## src/rtl/hop_cnt_out_alloc.sv

```systemverilog
// Output-port allocator for one mesh router output: resolves hop-count ties round-robin,
// locks the grant for a whole wormhole packet and moves flits with a valid/ready handshake.
//
// state  | meaning
// IDLE   | no grant held; allocating from hop-arbiter result
// LOCKED | grant held on one input until its TAIL/HEAD_TAIL flit transfers
module hop_cnt_out_alloc #(
  parameter int IN_N   = 5,
  parameter int FLIT_W = 8
) (
  input  logic                      clk_i,
  input  logic                      rst_ni,
  input  logic [$clog2(IN_N)-1:0]   hc_arb_res_i,
  input  logic [IN_N-1:0]           hc_vld_i,
  input  logic                      hc_not_conclusive_i,
  input  logic [IN_N-1:0]           in_vld_i,
  input  logic [IN_N*2-1:0]         in_type_i,
  input  logic [IN_N*FLIT_W-1:0]    in_data_i,
  output logic [IN_N-1:0]           in_rd_o,
  input  logic                      out_rdy_i,
  output logic                      out_wr_o,
  output logic [FLIT_W-1:0]         out_data_o,
  output logic [1:0]                out_type_o,
  output logic [IN_N-1:0]           grant_o,
  output logic [$clog2(IN_N)-1:0]   grant_idx_o,
  output logic                      busy_o
);

  localparam int IDX_W = $clog2(IN_N);

  typedef enum logic {
    IDLE,
    LOCKED
  } state_t;

  state_t             state, state_nxt;
  logic [IN_N-1:0]    grant_nxt;
  logic [IDX_W-1:0]   grant_idx_nxt;
  logic [IDX_W-1:0]   rr_ptr, rr_ptr_nxt;

  logic               win_found;
  logic [IDX_W-1:0]   win_idx;
  logic               xfer;
  logic [1:0]         sel_type;
  logic [FLIT_W-1:0]  sel_data;

  logic [1:0]         type_arr [IN_N];
  logic [FLIT_W-1:0]  data_arr [IN_N];

  always_comb begin
    for (int i = 0; i < IN_N; i++) begin
      type_arr[i] = in_type_i[i*2 +: 2];
      data_arr[i] = in_data_i[i*FLIT_W +: FLIT_W];
    end
  end

  // Winner selection: trust the hop arbiter unless it reports a tie, then rotate from rr_ptr.
  always_comb begin
    int idx;
    win_found = 1'b0;
    win_idx   = '0;
    idx       = 0;
    if (!hc_not_conclusive_i) begin
      if (int'(hc_arb_res_i) < IN_N && hc_vld_i[hc_arb_res_i]) begin
        win_found = 1'b1;
        win_idx   = hc_arb_res_i;
      end
    end else begin
      for (int k = 0; k < IN_N; k++) begin
        idx = int'(rr_ptr) + k;
        if (idx >= IN_N) idx = idx - IN_N;
        if (!win_found && hc_vld_i[idx]) begin
          win_found = 1'b1;
          win_idx   = IDX_W'(idx);
        end
      end
    end
  end

  always_comb begin
    sel_type = type_arr[grant_idx_o];
    sel_data = data_arr[grant_idx_o];
    busy_o   = (state == LOCKED);
    xfer     = busy_o && in_vld_i[grant_idx_o] && out_rdy_i;
    out_wr_o = xfer;
    in_rd_o  = xfer ? grant_o : '0;
    out_data_o = busy_o ? sel_data : '0;
    out_type_o = busy_o ? sel_type : '0;
  end

  always_comb begin
    state_nxt     = state;
    grant_nxt     = grant_o;
    grant_idx_nxt = grant_idx_o;
    rr_ptr_nxt    = rr_ptr;
    case (state)
      IDLE: begin
        if (win_found) begin
          state_nxt     = LOCKED;
          grant_idx_nxt = win_idx;
          for (int i = 0; i < IN_N; i++) grant_nxt[i] = (i == int'(win_idx));
        end
      end
      LOCKED: begin
        // type[1] set means TAIL or HEAD_TAIL: packet ends with this flit
        if (xfer && sel_type[1]) begin
          state_nxt     = IDLE;
          grant_nxt     = '0;
          grant_idx_nxt = '0;
          rr_ptr_nxt    = (grant_idx_o == IDX_W'(IN_N-1)) ? '0 : grant_idx_o + 1'b1;
        end
      end
      default: begin
        state_nxt     = IDLE;
        grant_nxt     = '0;
        grant_idx_nxt = '0;
      end
    endcase
  end

  always_ff @(posedge clk_i or negedge rst_ni) begin
    if (!rst_ni) begin
      state       <= IDLE;
      grant_o     <= '0;
      grant_idx_o <= '0;
      rr_ptr      <= '0;
    end else begin
      state       <= state_nxt;
      grant_o     <= grant_nxt;
      grant_idx_o <= grant_idx_nxt;
      rr_ptr      <= rr_ptr_nxt;
    end
  end

endmodule

```

## config.mk

```make
export PLATFORM = sky130hd
export DESIGN_NAME = hop_cnt_out_alloc
export DESIGN_NICKNAME = d
export VERILOG_FILES = /design/src/rtl/hop_cnt_out_alloc.sv
export SDC_FILE = /design/constraint.sdc
export NUM_CORES = 1
export LEC_CHECK = 0
export ABC_AREA = 1
export CAP_MARGIN = 5
export CORE_MARGIN = 2
export CORE_UTILIZATION = 44
export CTS_CLUSTER_SIZE = 25
export DETAILED_ROUTE_END_ITERATION = 10
export GPL_TIMING_DRIVEN = 0
export PLACE_DENSITY = 0.82
export SETUP_SLACK_MARGIN = 0.4
export SLEW_MARGIN = 5
export SYNTH_ARGS = -nofsm -noshare
export SYNTH_HDL_FRONTEND = slang
export SYNTH_SLANG_ARGS = --single-unit
```

## constraint.sdc

```tcl
create_clock -name clk_i -period 3.26 [get_ports clk_i]
set_clock_uncertainty 0.15 [all_clocks]
set_input_delay 0.326 -clock clk_i [delete_from_list [all_inputs] [get_ports clk_i]]
set_output_delay 0.326 -clock clk_i [all_outputs]
set_load 0.05 [all_outputs]
```

# After elaboration in Yosys (flattened, before gate mapping)

Cells that the tools add are included.

Output and inout port bits: 25
Input port bits: 67
Register bits: 12
Logic and storage cells: 118

Add/sub/neg operators: 10
Order comparisons: 14
Bitwise operators: 2
Muxes and demuxes: 66
Equal/unequal tests: 7
Reduce and logical (&&, ||, !) cells: 15

Operators by type and width:

| operator                                                                            | number |
|---|---|
| 32-bit two-way mux                                                                  | 10 |
| 32-bit by 5-bit < comparator with 1-bit output, second input constant               | 5 |
| 3-bit two-way mux                                                                   | 10 |
| 1-bit two-way mux                                                                   | 25 |
| 8-bit binary-select mux with 3-bit select                                           | 1 |
| 8-bit two-way mux                                                                   | 3 |
| 1-bit binary-select mux with 3-bit select                                           | 7 |
| 4-bit by 3-bit subtractor with 5-bit output, second input constant                  | 4 |
| 4-bit by 3-bit greater-or-equal comparator with 1-bit output, second input constant | 4 |
| 5-bit two-way mux                                                                   | 3 |
| 5-bit case mux with 2 select lines                                                  | 1 |
| 3-bit == test, first input constant                                                 | 3 |
| 3-bit by 2-bit adder with 4-bit output, second input constant                       | 2 |
| 1-bit logical AND                                                                   | 8 |
| 3-bit by 4-bit < comparator with 1-bit output, second input constant                | 2 |
| 2-bit binary-select mux with 3-bit select                                           | 1 |
| 2-bit two-way mux                                                                   | 3 |
| 3-bit case mux with 2 select lines                                                  | 1 |
| 3-bit by 1-bit adder with 4-bit output, second input constant                       | 1 |
| 3-bit by 3-bit adder with 4-bit output, second input constant                       | 1 |
| 4-bit greater-or-equal comparator, second input constant                            | 1 |
| 1-bit zero test                                                                     | 4 |
| 3-bit inverter with 4-bit output                                                    | 1 |
| 2-bit AND reduction                                                                 | 2 |
| other kinds (11)                                                                    | 11 |

# Depth between registers and ports, before layout

Word-level depth: 27
Gate-level depth with buffers: 24
Depth with buffers taken out: 24

# Least setup slack after synthesis

Ideal clock, no wire load.

Kind: register to output
From: register grant_idx_o[0]
To: output port out_type_o[0]
Data arrival time: 2.346 ns
Buffers on the path: 2
Required time: 2.784 ns
Stages on the path, launching flop included: 7
Setup slack: 0.438 ns
Cells stage by stage: dfrtp_1 clkbuf_1 clkbuf_1 o21ai_0 o22ai_1 nand2_1 a21oi_1

Cells in the longest elaborated chain, start to end: 5

Ends and longest elaborated chain:

| item                                                   | line | text |
|---|---|---|
| start: declaration                                     | 25   | `output logic [$clog2(IN_N)-1:0] grant_idx_o,` |
| start signal: assignment                               | 130  | `grant_idx_o <= grant_idx_nxt;` |
| 3-bit inverter with 4-bit output (implied by the code) | 81   | `sel_type = type_arr[grant_idx_o];` |
| 2-bit binary-select mux with 3-bit select              | 81   |  |
| 2-bit two-way mux (implied by the code) (2 in series)  | 81   |  |
| 2-bit two-way mux                                      | 88   | `out_type_o = busy_o ? sel_type : '0;` |
| end: declaration                                       | 23   | `output logic [1:0] out_type_o,` |

No other way between the ends. The select of a mux whose other input is x is not followed.

# Worst setup path in the final report

From: register rr_ptr[1]
To: register grant_o[1]

Cells in the longest elaborated chain, start to end: 27
Elaborated cells between the ends (all ways): 68
Classes of those cells: 9 x add/sub; 5 x order compare; 2 x eq/ne; 43 x mux; 9 x reduce/logical

Ends and longest elaborated chain:

| item                                                                                 | line | text |
|---|---|---|
| start: declaration                                                                   | 39   | `logic [IDX_W-1:0] rr_ptr, rr_ptr_nxt;` |
| start signal: assignment                                                             | 131  | `rr_ptr <= rr_ptr_nxt;` |
| branches (longest 27 deep; another with 4-bit by 3-bit subtractor with 5-bit output) | --   |  |
| end signal: assignment                                                               | 129  | `grant_o <= grant_nxt;` |
| end: declaration                                                                     | 24   | `output logic [IN_N-1:0] grant_o,` |

Several ways; the timed one is not identified. The select of a mux whose other input is x is not followed.
A chain may end at the register's enable or synchronous reset.

==> out/qor.yml <==
clock_network:
  clk_pin_slew_ps: 50
  cts_made_buffers: 3
  cts.sinks: 12
  cts_tree: "yes"
  root_buffer: "clkbuf_8"
  worstSkewPairLatency_ps: 240
  postCtsHoldBufs: 0
  ctsHtreeMaxLevel: 1
  cts_max_path_buffers: 2
floorplan:
  io_pins: 92
  core_um2: 4750
  start_util_pct: 46.2
  dieArea_um2: 5570
  die-width_um: 74.7
  die_h_um: 74.7
  rows: 25
sta:
  worst_pin_slew_ps: 541
  grt_setup_unrepaired: "no"
  post-route-period-util_pct: 86.3
  maxSlewViolCount: 0
  holdWs_ps: 285
  slew-limit-headroom_pct: 63.8
  period_needed_ps: 2810
  fmax_mhz: 355
  hold_viol: 0
  setup_tns_ps: 0
  setup_viol: 0
logic_synthesis:
  ys_seq_area_share_pct: 13.7
  synth_seq_cells: 12
  synthesis.nets: 465
  synth_cells: 383
  ys_types: 35
  syn_area_um2: 2200
  yosysWarnings: 0
  syn_area_per_cell_um2: 5.74
place:
  io_buffers: 91
  post-dp-hpwl_um: 5730
  gp_congestion: 0.898
  post_dp_cell_area_um2: 3190
  dp_cells: 541
route:
  ant_nets: 0
  drtPass1Iterations: 5
  via_per_inst: 5.51
  routedWlPerCell_um: 14.7
  vias: 3116
  drt_drc_violations_left: 0
  initialDrtViolationCount: 185
  routed_wl_um: 8310
global_routing:
  grtUsageTotal_pct: 25.1
  grt_pass1_wl_um: 11200
  grt_max_degree: 14
  overflow: 0
  grt_pass1_vias: 2635
  grt_antenna_before_repair: 0
finish:
  area.growth.synth_to_final_pct: 67.3
  n_antenna_cell: 0
  n_fill_cell: 368
  fin_cells: 566
  nets: 582
  drive_gt1_share_pct: 23.4
  design_area_um2: 3670
worst_setup_path:
  arrival_ps: 2850
  cp.required_ps: 3300
  rr_worst_depth: 22
  timing.rr.start: "rr_ptr[1]"
  worst-path-max-fanout: 7
  critPathLaunchType: "register"
  r2r_slack_ps: 450
  setup.worst_path.class: "register to register"
  end_kind: "register"
  r2r-end: "grant_o[1]"
flow_run:
  cap_viol_max_count: 0
hold_path:
  min_path_type: "input pin to asynchronous set/reset pin"
outcome:
  outcome: "completed"
-- cells by family (layout without fill, tap and decap cells) --
| family | after synthesis | after routing | synth area share (%) |
|---|---|---|---|
| DFF | 12 | 12 | 13.7 |
| and+or+nand+nor | 227 | 228 | 48.3 |
| adders and majority gates | 15 | 15 | 8.54 |
| xor gates and xnor gates | 2 | 2 | 0.797 |
| AOI/OAI and AO/OA | 70 | 70 | 18.5 |
| buffers and inverters | 57 | 172 | 10.1 |
-- cell usage after synthesis (all sizes together) --
cell	number	area, um2
nand2	126	523
inv	45	169
nand3	42	238
o21ai	40	211
nor2	39	163
ha	15	188
a21oi	12	60.1
dfrtp	12	300
nand4	12	75.1
o22ai	12	81.3
clkbuf	8	30.0
nand3b	3	35.0
and2	2	12.5
buf	2	15.0
clkinv	2	8.75
nor3	2	10.0
o211ai	2	15.0
xor2	2	17.5
a22o	1	8.76
a2bb2oi	1	8.76
a32o	1	10.0
o21bai	1	11.3
or2	1	6.26
-- stage by stage --
| stage | utilization (%) | setup WS (ps) |
|---|---|---|
| after floorplan | - | 438 |
| after global placement | 67.1 | 130 |
| after detailed placement | 67.1 | 81.9 |
| after CTS | 68.7 | 314 |
| after global routing | 77.3 | 283 |
| final | 77.3 | 445 |
-- cell type report --
class / count / area [um2] / area share (%)
buffer: 10 / 50.0 / 1.36
clock buffer: 4 / 55.1 / 1.50
inverter: 47 / 199 / 5.41
multi-input combinational: 315 / 1930 / 52.6
sequential: 12 / 304 / 8.27
tap: 67 / 83.8 / 2.28
timing repair buffer: 111 / 1050 / 28.5
-- state kept, by name, summed over array words and instances (netlist names) --
register,count
grant_o,5
grant_idx_o,3
rr_ptr,3
busy_o,1
-- routing by layer --
metal / track usage [%] / part of all wire (%) / vias to the layer above
li1: - / - / 1503
met1: 30.5 / 40 / 1418
met2: 45.7 / 50 / 161
met3: 4.55 / 6.5 / 34
met4: 6.15 / 3.2 / 0
met5: 0 / 0 / -
-- how the worst max path moves through the flow --
stage,startpoint,end,slack [ps]
final,rr_ptr[1],grant_o[1],450
after global routing,rr_ptr[1],grant_o[1],280
after CTS,grant_idx_o[0],out_type_o[0],310
after detailed placement,rr_ptr[0],grant_idx_o[0],80
after global placement,rr_ptr[0],grant_idx_o[0],130
after floorplan,grant_idx_o[0],out_type_o[0],440
-- critical path: stages (launching register included) --
cell and delay (ps):
dfrtp_2 420, clkinv_4 140, ha_4 190, inv_2 70
ha_4 170, inv_4 50, nand2_8 80, nand2_1 70
nand2_2 80, nand2_1 70, nand3_2 90, nand3_2 80
nand2_2 130, nand3_4 130, nor2_8 170, nand2_2 60
o21ai_1 140, nand2_1 80, nand2_2 110, nand2_4 90
inv_4 80, nand2_1 40, nand2_1 60
-- repair_timing --
item                       4_1_cts  5_1_grt
buffers inserted                 1       19
pin swaps                        1       24
gates cloned                     0        1
setup endpoints to repair       25       18
resized for setup               38       73
-- cells in the final DEF, fill, tap and decap left out, types with 3 or more instances in the layout --
master	instances
a21oi_1	12
buf_4	18
buf_6	3
clkbuf_1	4
clkbuf_2	7
clkbuf_8	4
clkdlybuf4s15_1	3
clkdlybuf4s15_2	3
clkdlybuf4s50_1	75
dfrtp_1	9
dfrtp_2	3
dlygate4sd2_1	7
ha_1	8
ha_4	5
inv_1	34
inv_2	7
inv_4	3
nand2_1	95
nand2_2	25
nand2_4	5
nand3_1	31
nand3_2	9
nand4_1	12
nor2_1	34
nor2_4	3
o21ai_0	28
o21ai_1	6
o21ai_2	4
o22ai_1	11
Power is left out: the tool's default activity adds up to more than one toggle a clock period on the data nets, which glitch-free logic cannot reach.
